`src/rtl/snake_core.sv`:
```
// Snake game engine: ring-buffer body, step timer, growth, self/wall collision
// and game-over/restart, exporting an occupancy bitmap for the LED matrix scanner.
module snake_core #(
  parameter int ROWS     = 8,
  parameter int COLS     = 8,
  parameter int MAX_LEN  = 16,
  parameter int INIT_LEN = 3,
  parameter int WRAP     = 1,
  parameter int STEP_DIV = 1200000
) (
  input  logic                         clk,
  input  logic                         rst_n,
  input  logic                         btn_up,
  input  logic                         btn_down,
  input  logic                         btn_left,
  input  logic                         btn_right,
  input  logic [$clog2(COLS)-1:0]      food_x,
  input  logic [$clog2(ROWS)-1:0]      food_y,
  input  logic                         food_valid,
  output logic [ROWS*COLS-1:0]         frame,
  output logic [$clog2(COLS)-1:0]      head_x,
  output logic [$clog2(ROWS)-1:0]      head_y,
  output logic [$clog2(MAX_LEN+1)-1:0] length,
  output logic                         step,
  output logic                         eat,
  output logic                         dead,
  output logic                         running
);
  localparam int XW = $clog2(COLS);
  localparam int YW = $clog2(ROWS);
  localparam int LW = $clog2(MAX_LEN+1);
  localparam int PW = $clog2(MAX_LEN);
  localparam int FW = $clog2(ROWS*COLS);
  localparam int CW = $clog2(STEP_DIV+1);
  localparam int NB = ROWS*COLS;

  localparam logic [XW-1:0] LAST_X = XW'(COLS-1);
  localparam logic [YW-1:0] LAST_Y = YW'(ROWS-1);
  localparam logic [XW-1:0] INIT_X = XW'(INIT_LEN-1);
  localparam logic [YW-1:0] MID_Y  = YW'(ROWS/2);
  localparam logic [FW-1:0] COLS_F = FW'(COLS);
  localparam logic [NB-1:0] ONE_NB = NB'(1);
  localparam logic [NB-1:0] INIT_FRAME = ((ONE_NB << INIT_LEN) - ONE_NB) << ((ROWS/2)*COLS);

  // XOR with 1 maps each direction to its opposite
  localparam logic [1:0] D_UP = 2'd0, D_DOWN = 2'd1, D_LEFT = 2'd2, D_RIGHT = 2'd3;

  typedef enum logic [1:0] {S_IDLE, S_RUN, S_DEAD} state_t;
  state_t state, state_nx;

  logic [3:0]    btn_now, btn_prev, edges;
  logic          any_edge, restart, req_ok, tick;
  logic [1:0]    dir, pend, req_dir, base_dir;
  logic [CW-1:0] cnt;
  logic [PW-1:0] hp, tp;
  logic [XW-1:0] body_x [MAX_LEN];
  logic [YW-1:0] body_y [MAX_LEN];
  logic [XW-1:0] nx, tail_x;
  logic [YW-1:0] ny, tail_y;
  logic          off_grid, grow, keep_tail, collide, fatal, move;
  logic [FW-1:0] head_idx, tail_idx;

  function automatic logic [PW-1:0] ptr_inc(input logic [PW-1:0] p);
    return (p == PW'(MAX_LEN-1)) ? '0 : p + PW'(1);
  endfunction

  assign btn_now  = {btn_up, btn_down, btn_left, btn_right};
  assign edges    = btn_now & ~btn_prev;
  assign any_edge = |edges;
  assign restart  = (state != S_RUN) && any_edge;
  assign tick     = (state == S_RUN) && (cnt == CW'(STEP_DIV-1));
  assign base_dir = (state != S_RUN) ? D_RIGHT : (tick ? pend : dir);

  always_comb begin
    req_dir = D_RIGHT;
    if (edges[3])      req_dir = D_UP;
    else if (edges[2]) req_dir = D_DOWN;
    else if (edges[1]) req_dir = D_LEFT;
    req_ok = any_edge && (req_dir != (base_dir ^ 2'b01));
  end

  always_comb begin
    nx = head_x;
    ny = head_y;
    off_grid = 1'b0;
    case (pend)
      D_UP:    if (head_y == '0)   begin ny = LAST_Y; off_grid = 1'b1; end else ny = head_y - YW'(1);
      D_DOWN:  if (head_y == LAST_Y) begin ny = '0;   off_grid = 1'b1; end else ny = head_y + YW'(1);
      D_LEFT:  if (head_x == '0)   begin nx = LAST_X; off_grid = 1'b1; end else nx = head_x - XW'(1);
      default: if (head_x == LAST_X) begin nx = '0;   off_grid = 1'b1; end else nx = head_x + XW'(1);
    endcase
  end

  assign tail_x    = body_x[tp];
  assign tail_y    = body_y[tp];
  assign head_idx  = FW'(ny) * COLS_F + FW'(nx);
  assign tail_idx  = FW'(tail_y) * COLS_F + FW'(tail_x);
  assign grow      = food_valid && (nx == food_x) && (ny == food_y);
  assign keep_tail = grow && (length < LW'(MAX_LEN));
  // Moving onto the tail cell is legal when the tail leaves in the same step
  assign collide   = frame[head_idx] && !((nx == tail_x) && (ny == tail_y) && !keep_tail);
  assign fatal     = (off_grid && (WRAP == 0)) || collide;
  assign move      = tick && !fatal;

  always_ff @(posedge clk or negedge rst_n) begin
    if (!rst_n) state <= S_IDLE;
    else        state <= state_nx;
  end

  always_comb begin
    state_nx = state;
    case (state)
      S_IDLE, S_DEAD: if (any_edge) state_nx = S_RUN;
      S_RUN:          if (tick && fatal) state_nx = S_DEAD;
      default:        state_nx = S_IDLE;
    endcase
  end

  always_comb begin
    running = (state == S_RUN);
    dead    = (state == S_DEAD);
  end

  always_ff @(posedge clk or negedge rst_n) begin
    if (!rst_n) begin
      btn_prev <= '0;
      cnt      <= '0;
      step     <= 1'b0;
      eat      <= 1'b0;
      dir      <= D_RIGHT;
      pend     <= D_RIGHT;
      frame    <= INIT_FRAME;
      head_x   <= INIT_X;
      head_y   <= MID_Y;
      length   <= LW'(INIT_LEN);
      hp       <= PW'(INIT_LEN-1);
      tp       <= '0;
      for (int i = 0; i < MAX_LEN; i++) begin
        body_x[i] <= (i < INIT_LEN) ? XW'(i) : '0;
        body_y[i] <= MID_Y;
      end
    end else begin
      btn_prev <= btn_now;
      step     <= move;
      eat      <= move && grow;
      if (restart) begin
        cnt    <= '0;
        dir    <= D_RIGHT;
        pend   <= req_ok ? req_dir : D_RIGHT;
        frame  <= INIT_FRAME;
        head_x <= INIT_X;
        head_y <= MID_Y;
        length <= LW'(INIT_LEN);
        hp     <= PW'(INIT_LEN-1);
        tp     <= '0;
        for (int i = 0; i < MAX_LEN; i++) begin
          body_x[i] <= (i < INIT_LEN) ? XW'(i) : '0;
          body_y[i] <= MID_Y;
        end
      end else if (state == S_RUN) begin
        cnt <= tick ? '0 : cnt + CW'(1);
        if (tick)   dir  <= pend;
        if (req_ok) pend <= req_dir;
        if (move) begin
          hp                 <= ptr_inc(hp);
          body_x[ptr_inc(hp)] <= nx;
          body_y[ptr_inc(hp)] <= ny;
          head_x             <= nx;
          head_y             <= ny;
          if (keep_tail) begin
            length <= length + LW'(1);
          end else begin
            frame[tail_idx] <= 1'b0;
            tp              <= ptr_inc(tp);
          end
          // Set after the clear so a head entering the vacated tail cell wins
          frame[head_idx] <= 1'b1;
        end
      end
    end
  end

endmodule

```
`config.mk`:
```
export PLATFORM = sky130hd
export DESIGN_NAME = snake_core
export DESIGN_NICKNAME = d
export VERILOG_FILES = /design/src/rtl/snake_core.sv
export SDC_FILE = /design/constraint.sdc
export NUM_CORES = 1
export LEC_CHECK = 0
export CAP_MARGIN = 20
export CORE_MARGIN = 10
export CORE_UTILIZATION = 65
export CTS_BUF_LIST = sky130_fd_sc_hd__clkbuf_4
export CTS_CLUSTER_DIAMETER = 60
export DETAILED_ROUTE_END_ITERATION = 10
export DONT_BUFFER_PORTS = 1
export GPL_ROUTABILITY_DRIVEN = 0
export PLACE_DENSITY = 0.87
export SYNTH_ARGS = -nofsm -noshare
export SYNTH_HDL_FRONTEND = slang
export SYNTH_SLANG_ARGS = --single-unit
```
`constraint.sdc`:
```
create_clock -name clk -period 9.2 [get_ports clk]
set_input_delay 0.92 -clock clk [delete_from_list [all_inputs] [get_ports clk]]
set_output_delay 0.92 -clock clk [all_outputs]
set_load 0.02 [all_outputs]
```
==> results of run 1 <==
[registers in the layout (all words and copies together) (netlist names), 4 cells and up]
register / cells
body_x: 48
body_y: 48
btn_prev: 4
cnt: 21
frame: 64
hp: 4
length: 5
tp: 4
[placed cells by master, fill, tap and decap left out, types with 27 or more instances in the layout]
master,instances
nand2_1,188
dfrtp_1,182
mux2i_1,143
o21ai_0,90
clkbuf_4,83
nor2_1,54
o31ai_1,52
and2_1,48
dfstp_2,30
nand3_1,27
[cell type report]
class | count | area (µm²) | area share [%]
timing repair buffer | 19 | 185 | 1.42
multi-input combinational | 916 | 6460 | 49.5
clock inverter | 16 | 91.3 | 0.700
inverter | 15 | 56.3 | 0.431
antenna | 2 | 5.00 | 0.0383
clock buffer | 83 | 623 | 4.77
sequential | 212 | 5340 | 40.9
tap | 234 | 293 | 2.24
[metrics by stage]
stage | util [%] | hold slack, ns | total power [µW]
after global placement | 66.0 | 0.470 | 1230
final | 70.3 | 0.0438 | 2090
after detailed placement | 66.0 | 0.490 | 1240
after CTS | 70.0 | 0.0115 | 2090
after global routing | 70.3 | 0.00411 | 2170
after floorplan | - | 0.448 | 1180
[what timing repair did]
action,in CTS,in global routing
hold endpoints to repair,182,2
gates resized for setup,0,0
hold buffers,1,1
[cell families after synthesis]
logic type | count (synthesis)
AND/OR/NAND/NOR | 454
flip-flops | 212
XOR/XNOR | 16
adder cells (fa/ha/maj) | 16
buffers and inverters | 104
AO/OA/AOI/OAI | 253
multiplexers | 177
[power breakdown]
group,switching (µW),internal (µW)
Combinational,226,67.0
Sequential,14.2,942
Clock,404,439
[per-layer routing]
| layer | routed length [µm] | part of all wire [%] |
|---|---|---|
| met3 | 4270 | 12 |
| met2 | 16100 | 45 |
| met1 | 13400 | 38 |
| met4 | 1680 | 4.7 |
| met5 | 0 | 0 |
[synthesized netlist by cell type (16+ instances only)]
| cell type | n |
|---|---|
| and2_1 | 48 |
| nor3_1 | 19 |
| dfstp_2 | 30 |
| mux2i_1 | 143 |
| dfrtp_1 | 182 |
| o31ai_1 | 52 |
| a21oi_1 | 19 |
| o21ai_0 | 91 |
| ha_1 | 16 |
| buf_2 | 18 |
| nand2_1 | 189 |
| mux4_2 | 22 |
| clkbuf_1 | 61 |
| nor2_1 | 55 |
| nand3_1 | 27 |
[worst max-delay path, stage by stage, from the launching register on]
cell and delay [ns]:
dfrtp_1 0.56, ha_1 0.30, ha_1 0.18, o21a_1 0.19, a211oi_2 0.45, or2_1 0.75, xnor2_1 0.20, nand3_1 0.16
nor3_2 0.48, nor4_1 0.18, a21oi_4 0.78, buf_4 0.85, nand3b_1 0.43, mux2i_1 0.24
[worst min-delay path by stage]
stage                              to                start
2_1_floorplan     cnt[11]$_DFFE_PN0P_  cnt[11]$_DFFE_PN0P_
3_3_place_gp      cnt[11]$_DFFE_PN0P_  cnt[11]$_DFFE_PN0P_
3_5_place_dp       cnt[3]$_DFFE_PN0P_   cnt[3]$_DFFE_PN0P_
4_1_cts         length[1]$_DFFE_PN1P_                rst_n
5_1_grt        body_x[42]$_DFFE_PN1P_                rst_n
6_report        frame[32]$_DFFE_PN1P_                rst_n
==> out/results.tsv, run 1 <==
metric	value	unit
status	complete, no violations	
worst setup path startpoint	head_x[0]$_DFFE_PN0P_	
Synth Area in Adders	1.64	%
# rows	50	
WL per Instance	23.7	µm
nets	1248	
mux cell area share after synthesis	16.9	%
deepest clock path buffer count	3	
fill cell count	1365	
worst-case clock skew	0.0656	ns
crit path capture type	flop	
Boundary Pins	92	
final setup TNS	0	ns
CP max FO	71	
Port Buf Inserts	0	
post-DP HPWL	22400	µm
GRT met2 Usage	44.7	%
FFs w/ async S/R, synth	100	%
pre-CTS setup slack	3.46	ns
CTS H-tree lvls	2	
CTS Sinks	212	
core area	0.0186	mm²
simple-gate share of the synthesized area	19.4	%
worst hold path class	in -> async	
met3 usage	9.14	%
die area	0.0247	mm²
Peak VDD IR	0.116	mV
Final setup viols	0	
Reg2Reg Setup Slack	3.28	ns
FF-to-FF path depth	13	
Initial Util	65.7	%
relative slew slack	27.4	%
GRT busiest layer	met2	
Synthesized Nets	1261	
crit path to	body_y[8]$_DFFE_PN1P_	
top_reg_cell synth	dfrtp_1	
Design Area, Final	0.0131	mm²
DRC errors left	0	
final worst path period share	64.3	%
initial antenna violation count	1	
CTS tree	built	
post-CTS setup buffers	0	
synth-to-layout area growth	6.89	%
initial drt markers	1389	
WL final	35500	µm
area fraction of the dominant cell type after synthesis	37.3	%
layout cells sized above 1	16.2	%
top cells by area, synth	dfrtp_1 37%, mux2i_1 12%, dfstp_2 6.5%, nand2_1 5.8%, mux4_2 4.1%	
GRT Util Overall	28.7	%
Die Wd	157	µm
clk root buf	clkbuf_4	
Synth cell types	80	
Leak	0.00542	µW
largest net degree at the start of global routing	183	
worst reg2reg path endpoint	body_y[8]$_DFFE_PN1P_	
DP Area	0.0123	mm²
XOR/XNOR share of the synthesized area	1.15	%
register area share after synthesis	43.7	%
CTS clk-pin slew, worst paths	0.06	ns
RSZ-0062 raised after global routing	false	
Final Hold Viols	0	
YS warnings	0	
Yosys reg bits	212	
worst reg2reg path startpoint	head_x[0]$_DFFE_PN0P_	
CP Launch Type	flop	
vias post-DR	10328	
measured slew at the worst slew-check pin	1.09	ns
syn_area_per_cell	9.92	µm²
Via density	6.90	
number of CTS-inserted buffers	55	
worst path arrival time	6.49	ns
Post-Layout Cell Count	1497	
Req. time, crit path	9.78	ns
Pre-antenna DRT Iters	6	
Final Max Slew Viols	0	
Die Height	157	µm
vias in the first global route	10106	
post-synthesis instance total	1232	
met1 usage	35.8	%
Final WS setup	3.28	ns
dominant cell type by area after synthesis	dfrtp_1	
Pwr per Cell Area	160	mW/mm²
shortest clock period the worst path allows after layout	5.92	ns
first-pass GRT wire length	56300	µm
Synth Area in Compound Gates	13.4	%
max-cap violations	0	
Setup CP Type	reg -> reg	
largest family of logic cells by synthesized area	simple AND/OR/NAND/NOR gates	
grt ovf	0	
Detail Route Antenna Nets	0	
worst skew pair latency	0.73	ns
Placed Cells	1392	
Post-synth EDFFs	0	
fmax	169	MHz
post-synthesis cell area	0.0122	mm²
Note: power is estimated with default switching activity, not from simulation.
==> run 2: changes to the inputs <==
CORE_UTILIZATION = 60   (was 65)
PLACE_DENSITY = 0.85   (was 0.87)
clock period = 4.8 ns   (was 9.2 ns; I/O delays follow)
==> run 2 against run 1 <==
The run now ends with negative hold slack left. Sequential power is 91% higher. Clock power is 99% higher. Die area rose by 7.3%. Cell area increased by 1.7%. Core utilization shrank 4.2 points. Wire length is 1.9% higher. Via count up 1.6%. Sequential share of layout area shrank 0.70 points. Register-to-register slack lost 3.0 ns. Critical path type unchanged.
==> out/results.tsv, run 2 (synthesis gave the netlist of run 1 again) <==
metric	value	unit	change
Detail Route Antenna Nets	0		unchanged
CP Launch Type	flop		unchanged
CTS Sinks	212		unchanged
hold_buf cts	4		was 1
Initial Util	60.8	%	was 65.7%
largest net degree at the start of global routing	213		was 183
synth-to-layout area growth	8.76	%	was 6.89%
final setup TNS	0	ns	unchanged
Leak	0.00554	µW	was 0.00542 µW
most frequent cells in the layout	188 x nand2_1, 182 x dfrtp_1, 143 x mux2i_1, 96 x clkbuf_4, 90 x o21ai_0		was 188 x nand2_1, 182 x dfrtp_1, 143 x mux2i_1, 90 x o21ai_0, 83 x clkbuf_4
worst skew pair latency	0.70	ns	was 0.73 ns
Req. time, crit path	5.40	ns	was 9.78 ns
worst hold path class	in -> async		unchanged
CTS clk-pin slew, worst paths	0.07	ns	was 0.06 ns
pre-CTS setup slack	0.223	ns	was 3.46 ns
# rows	52		was 50
worst hold slack	-0.520	ns	was 0.0438 ns
Total Power	4070	µW	was 2090 µW
CTS H-tree lvls	2		unchanged
fmax	222	MHz	was 169 MHz
status	finished with violations		was complete, no violations
shortest clock period the worst path allows after layout	4.51	ns	was 5.92 ns
Die Height	163	µm	was 157 µm
clk root buf	clkbuf_4		unchanged
RSZ-0062 raised after global routing	false		unchanged
die area	0.0265	mm²	was 0.0247 mm²
number of flip-flops in the largest register	64		unchanged
vias post-DR	10497		was 10.3k
final worst path period share	93.9	%	was 64.3%
CTS tree	built		unchanged
worst-case clock skew	0.0462	ns	was 0.0656 ns
fill cell count	1538		was 1365
Setup CP Type	reg -> reg		unchanged
grt ovf	0		unchanged
WL final	36100	µm	was 35500 µm
Final setup viols	0		unchanged
Design Area, Final	0.0133	mm²	was 0.0131 mm²
Final Max Slew Viols	0		unchanged
Boundary Pins	92		unchanged
relative slew slack	26.3	%	was 27.4%
Largest Register	frame		unchanged
crit path capture type	flop		unchanged
CP max FO	42		was 71
DP Area	0.0125	mm²	was 0.0123 mm²
failing checks	negative hold slack		
deepest clock path buffer count	3		unchanged
CP peak stage delay	0.66	ns	was 0.85 ns
max-cap violations	0		unchanged
diode count	0		was 2
first-pass GRT wire length	57100	µm	was 56300 µm
worst path arrival time	5.11	ns	was 6.49 ns
Final Hold Viols	212		was 0
number of CTS-inserted buffers	57		was 55
Largest regs	frame x64, body_x x48, body_y x48		unchanged
post-DP HPWL	23900	µm	was 22400 µm
nets	1270		was 1248
Pre-antenna DRT Iters	6		unchanged
Port Buf Inserts	0		unchanged
measured slew at the worst slew-check pin	1.10	ns	was 1.09 ns
core area	0.0201	mm²	was 0.0186 mm²
Via density	6.73		was 6.90
Final WS setup	0.291	ns	was 3.28 ns
vias in the first global route	10309		was 10.1k
WL per Instance	23.2	µm	was 23.7 µm
most common cell after layout, fill and taps aside	nand2_1		unchanged
Die Wd	163	µm	was 157 µm
GRT Util Overall	26.7	%	was 28.7%
initial antenna violation count	1		unchanged
DRC errors left	0		unchanged
CP most frequent cell	buf_4		was ha_1
initial drt markers	1522		was 1389
critical path's top delay family	compound AO/OA/AOI/OAI gates		was simple AND/OR/NAND/NOR gates
CP Cell Sequence	inv_1 -> ha_1 -> xnor2_1 -> a21boi_4 -> buf_4 -> nor2_2 -> a222oi_1 -> o211ai_1 -> nor4_2 -> a21oi_4 -> buf_4 -> or4_1 -> o21ai_0		was ha_1 -> ha_1 -> o21a_1 -> a211oi_2 -> or2_1 -> xnor2_1 -> nand3_1 -> nor3_2 -> nor4_1 -> a21oi_4 -> buf_4 -> nand3b_1 -> mux2i_1
Pwr per Cell Area	307	mW/mm²	was 160 mW/mm²
Max stage delay cell, worst path	dfstp_2		was buf_4
layout cells sized above 1	17.8	%	was 16.2%
Peak VDD IR	0.172	mV	was 0.116 mV
Buf/Inv on CP	3		was 1
[run 2: cell types whose count changed in the layout (fill, tap and decap cells not counted), moves of 2 or more]
| cell | previous run | this run |
|---|---|---|
| buf_16 | 2 | 0 |
| buf_4 | 16 | 33 |
| clkbuf_4 | 83 | 96 |
| clkinv_2 | 4 | 0 |
| diode_2 | 2 | 0 |
| dlygate4sd3_1 | 1 | 4 |
[run 2: final timing paths]
path                                        from                      to  slack, ns  cells after the start
setup / recovery           head_x[1]$_DFFE_PN1P_   frame[21]$_DFFE_PN0P_       0.29                     13
hold / removal                             rst_n   frame[20]$_DFFE_PN0P_      -0.52                      0
setup reg to reg           head_x[1]$_DFFE_PN1P_   frame[21]$_DFFE_PN0P_       0.29                     13
hold reg to reg              cnt[11]$_DFFE_PN0P_     cnt[11]$_DFFE_PN0P_       0.50                      1
max in group asynchronous                  rst_n  body_y[14]$_DFFE_PN1P_       4.99                      0
min in group clk                      food_valid           eat$_DFF_PN0_       0.07                      2
[run 2: cell type report]
class	instances	area (µm²)	area share, %
clock buffers	96	721	5.42
multi-input cells	916	6470	48.7
clock inverters	12	45.0	0.339
inverters	15	56.3	0.424
flip-flops and latches	212	5340	40.2
well taps	270	338	2.54
repair buffers	39	313	2.35
[run 2: per-layer routing]
metal | up-vias | wire length (µm) | track usage (%)
met5 | - | 15 | 0
met4 | 2 | 1740 | 13.4
met3 | 173 | 4030 | 7.25
met2 | 667 | 16900 | 41.8
met1 | 5111 | 13400 | 33.4
li1 | 4544 | - | -
[run 2: metrics by stage]
step	hold WS (ns)	std cells	util, %
2_1_floorplan	0.184	1232	-
3_3_place_gp	0.193	1447	62.0
3_5_place_dp	0.193	1447	62.0
4_1_cts	-0.564	1559	66.0
5_1_grt	-0.559	1560	66.1
6_report	-0.520	1560	66.1
[run 2: worst register-to-register path: stages (launching register included)]
cell and delay, ns:
dfstp_2 0.66, inv_1 0.11, ha_1 0.29, xnor2_1 0.18
a21boi_4 0.50, buf_4 0.33, nor2_2 0.12, a222oi_1 0.25
o211ai_1 0.21, nor4_2 0.44, a21oi_4 0.13, buf_4 0.28
or4_1 0.67, o21ai_0 0.25
[run 2: report_power, final]
group | leakage [µW] | switching, µW | internal [µW]
Combinational | 0.00270 | 407 | 158
Clock | 0.000463 | 779 | 896
Sequential | 0.00238 | 28.1 | 1800
Total | 0.00554 | 1210 | 2860
[run 2: repair_timing]
item | in CTS | in global routing
resized for setup | 0 | 2
setup endpoints to repair | 0 | 14
endpoints found under the hold margin | 216 | 212
setup buffers | 0 | 0
==> run 3: changes to the inputs <==
CORE_MARGIN = 4   (was 10)
==> run 3 against run 2 <==
The run still ends with negative hold slack left. Sequential share of layout area fell by 0.12 points. Count of clock-buffer cells in the layout grew 1. Register-to-register slack hardly changed. First-iteration DRC count grew 1.7%. Sequential cell count is the same. Wire length grew 0.70%. Clock power about the same. Clock skew rose by 0.0092 ns. Cell count shrank 0.32%. Maximum frequency decreased by 0.17%. Non-clock buffer count increased by 6.
==> out/results.tsv, run 3 (synthesis gave the netlist of run 1 again) <==
metric	value	unit	change
status	finished with violations		unchanged
failing checks	negative hold slack		unchanged
CTS tree	built		unchanged
Leak	0.00556	µW	was 0.00554 µW
Detail Route Antenna Nets	0		unchanged
layout cells sized above 1	18.2	%	was 17.8%
fill cell count	1441		was 1538
number of flip-flops in the largest register	64		unchanged
number of CTS-inserted buffers	55		was 57
Pre-antenna DRT Iters	6		unchanged
worst-case clock skew	0.0554	ns	was 0.0462 ns
worst hold slack	-0.540	ns	was -0.520 ns
WL final	36400	µm	was 36100 µm
worst reg2reg path endpoint	body_y[41]$_DFFE_PN1P_		was frame[21]$_DFFE_PN0P_
grt ovf	0		unchanged
most common cell after layout, fill and taps aside	nand2_1		unchanged
vias post-DR	10600		was 10.5k
shortest clock period the worst path allows after layout	4.52	ns	was 4.51 ns
combinational power share	14.4	%	was 13.9%
post-DP HPWL	24300	µm	was 23900 µm
most frequent cells in the layout	188 x nand2_1, 182 x dfrtp_1, 143 x mux2i_1, 98 x clkbuf_4, 90 x o21ai_0		was 188 x nand2_1, 182 x dfrtp_1, 143 x mux2i_1, 96 x clkbuf_4, 90 x o21ai_0
CTS H-tree lvls	2		unchanged
DP Area	0.0125	mm²	about the same
max-cap violations	0		unchanged
DRC errors left	0		unchanged
final setup TNS	0	ns	unchanged
Clk pwr share	40.6	%	was 41.1%
switching power	1200	µW	was 1210 µW
measured slew at the worst slew-check pin	0.961	ns	was 1.10 ns
Req. time, crit path	5.39	ns	was 5.40 ns
Total Power	4070	µW	about the same
GRT Util Overall	32.1	%	was 26.7%
# rows	51		was 52
CTS clk-pin slew, worst paths	0.07	ns	about the same
Max stage delay cell, worst path	dfstp_2		unchanged
RSZ-0062 raised after global routing	false		unchanged
Sw Share	29.4	%	was 29.8%
Placed Cells	1447		unchanged
synth-to-layout area growth	9.09	%	was 8.76%
Boundary Pins	92		unchanged
Largest regs	frame x64, body_x x48, body_y x48		unchanged
deepest clock path buffer count	3		unchanged
vias in the first global route	10307		about the same
initial drt markers	1548		was 1522
Seq pwr share	45.0	%	about the same
Port Buf Inserts	0		unchanged
CP Cell Sequence	inv_1 -> ha_1 -> xnor2_1 -> a21boi_2 -> buf_4 -> nor2_1 -> buf_4 -> a222oi_1 -> o211ai_1 -> nor4_2 -> a21oi_4 -> buf_12 -> nor4b_4 -> mux2i_1		was inv_1 -> ha_1 -> xnor2_1 -> a21boi_4 -> buf_4 -> nor2_2 -> a222oi_1 -> o211ai_1 -> nor4_2 -> a21oi_4 -> buf_4 -> or4_1 -> o21ai_0
worst skew pair latency	0.71	ns	was 0.70 ns
internal power	2870	µW	was 2860 µW
CP max FO	21		was 42
CP peak stage delay	0.67	ns	was 0.66 ns
Final Max Slew Viols	0		unchanged
worst reg2reg path startpoint	head_x[1]$_DFFE_PN1P_		unchanged
final worst path period share	94.1	%	was 93.9%
largest net degree at the start of global routing	213		unchanged
Final Hold Viols	212		unchanged
die area	0.0227	mm²	was 0.0265 mm²
fmax	221	MHz	was 222 MHz
Via density	6.82		was 6.73
Final setup viols	0		unchanged
first-pass GRT wire length	56800	µm	was 57100 µm
Die Height	151	µm	was 163 µm
Initial Util	62.0	%	was 60.8%
Largest Register	frame		unchanged
Reg2Reg Setup Slack	0.28	ns	was 0.29 ns
CP most frequent cell	buf_4		unchanged
hold_buf cts	5		was 4
nets	1274		was 1270
Design Area, Final	0.0133	mm²	about the same
core area	0.0197	mm²	was 0.0201 mm²
multi-input logic area	0.00646	mm²	was 0.00647 mm²
worst path arrival time	5.10	ns	was 5.11 ns
Pwr per Cell Area	306	mW/mm²	was 307 mW/mm²
WL per Instance	23.4	µm	was 23.2 µm
CP Launch Type	flop		unchanged
crit path capture type	flop		unchanged
clk root buf	clkbuf_4		unchanged
FF-to-FF path depth	14		was 13
worst hold path class	in -> async		unchanged
Peak VDD IR	0.169	mV	was 0.172 mV
relative slew slack	35.7	%	was 26.3%
initial antenna violation count	1		unchanged
Reg area	0.00534	mm²	unchanged
Die Wd	151	µm	was 163 µm
Post-Layout Cell Count	1555		was 1560
CTS Sinks	212		unchanged
Setup CP Type	reg -> reg		unchanged
[run 3: worst max path at each step]
stage	startpoint	end	slack [ns]
after floorplan	head_x[0]$_DFFE_PN0P_	tp[2]$_DFFE_PN0P_	0.96
after global placement	head_x[1]$_DFFE_PN1P_	length[1]$_DFFE_PN1P_	0.54
after detailed placement	head_x[1]$_DFFE_PN1P_	body_y[39]$_DFFE_PN0P_	0.40
after CTS	head_x[1]$_DFFE_PN1P_	body_y[41]$_DFFE_PN1P_	0.36
after global routing	head_x[1]$_DFFE_PN1P_	body_y[41]$_DFFE_PN1P_	0.11
final	head_x[1]$_DFFE_PN1P_	body_y[41]$_DFFE_PN1P_	0.28
[run 3: critical path, delay by kind of cell, from the launching register on]
kind            cells  cell delay (ns)
compound gates      4             1.16
mux                 1             0.27
xor+xnor            1             0.17
flops               1             0.67
fa+ha+maj           1             0.29
simple gates        3             1.04
buf+inv             4             0.76
[run 3: power groups by stage]
stage	Combinational, µW	Clock, µW	Sequential (µW)
2_1_floorplan	402	0	1850
3_3_place_gp	544	0	1860
3_5_place_dp	557	0	1860
4_1_cts	565	1680	1830
5_1_grt	611	1770	1830
6_report	587	1650	1830
[run 3: per-layer routing]
metal  vias up  GRT usage, %  wire, µm
li1       4535             -         -
met1      5104          42.2     13500
met5         -             0         0
met4         0          15.1      1830
met3       177          9.06      4660
met2       784          49.4     16400
[run 3: per-stage QoR]
stage / hold slack [ns] / utilization (%) / setup WS (ns)
global placement: 0.190 / 63.5 / 0.544
CTS: -0.572 / 67.5 / 0.357
global route: -0.549 / 67.6 / 0.112
detailed placement: 0.191 / 63.5 / 0.397
finish: -0.540 / 67.6 / 0.283
floorplan: 0.184 / - / 0.964
[run 3: layout make-up]
cell class,count,area share [%]
Sequential cell,212,40.1
Clock buffer,97,5.46
Clock inverter,4,0.113
Inverter,15,0.423
Antenna cell,1,0.0188
Tap cell,265,2.49
Timing Repair Buffer,45,2.91
Multi-Input combinational cell,916,48.5
[run 3: repair_timing]
item | CTS | global route
hold endpoints to repair | 217 | 212
setup buffers | 0 | 0
resized for setup | 0 | 0
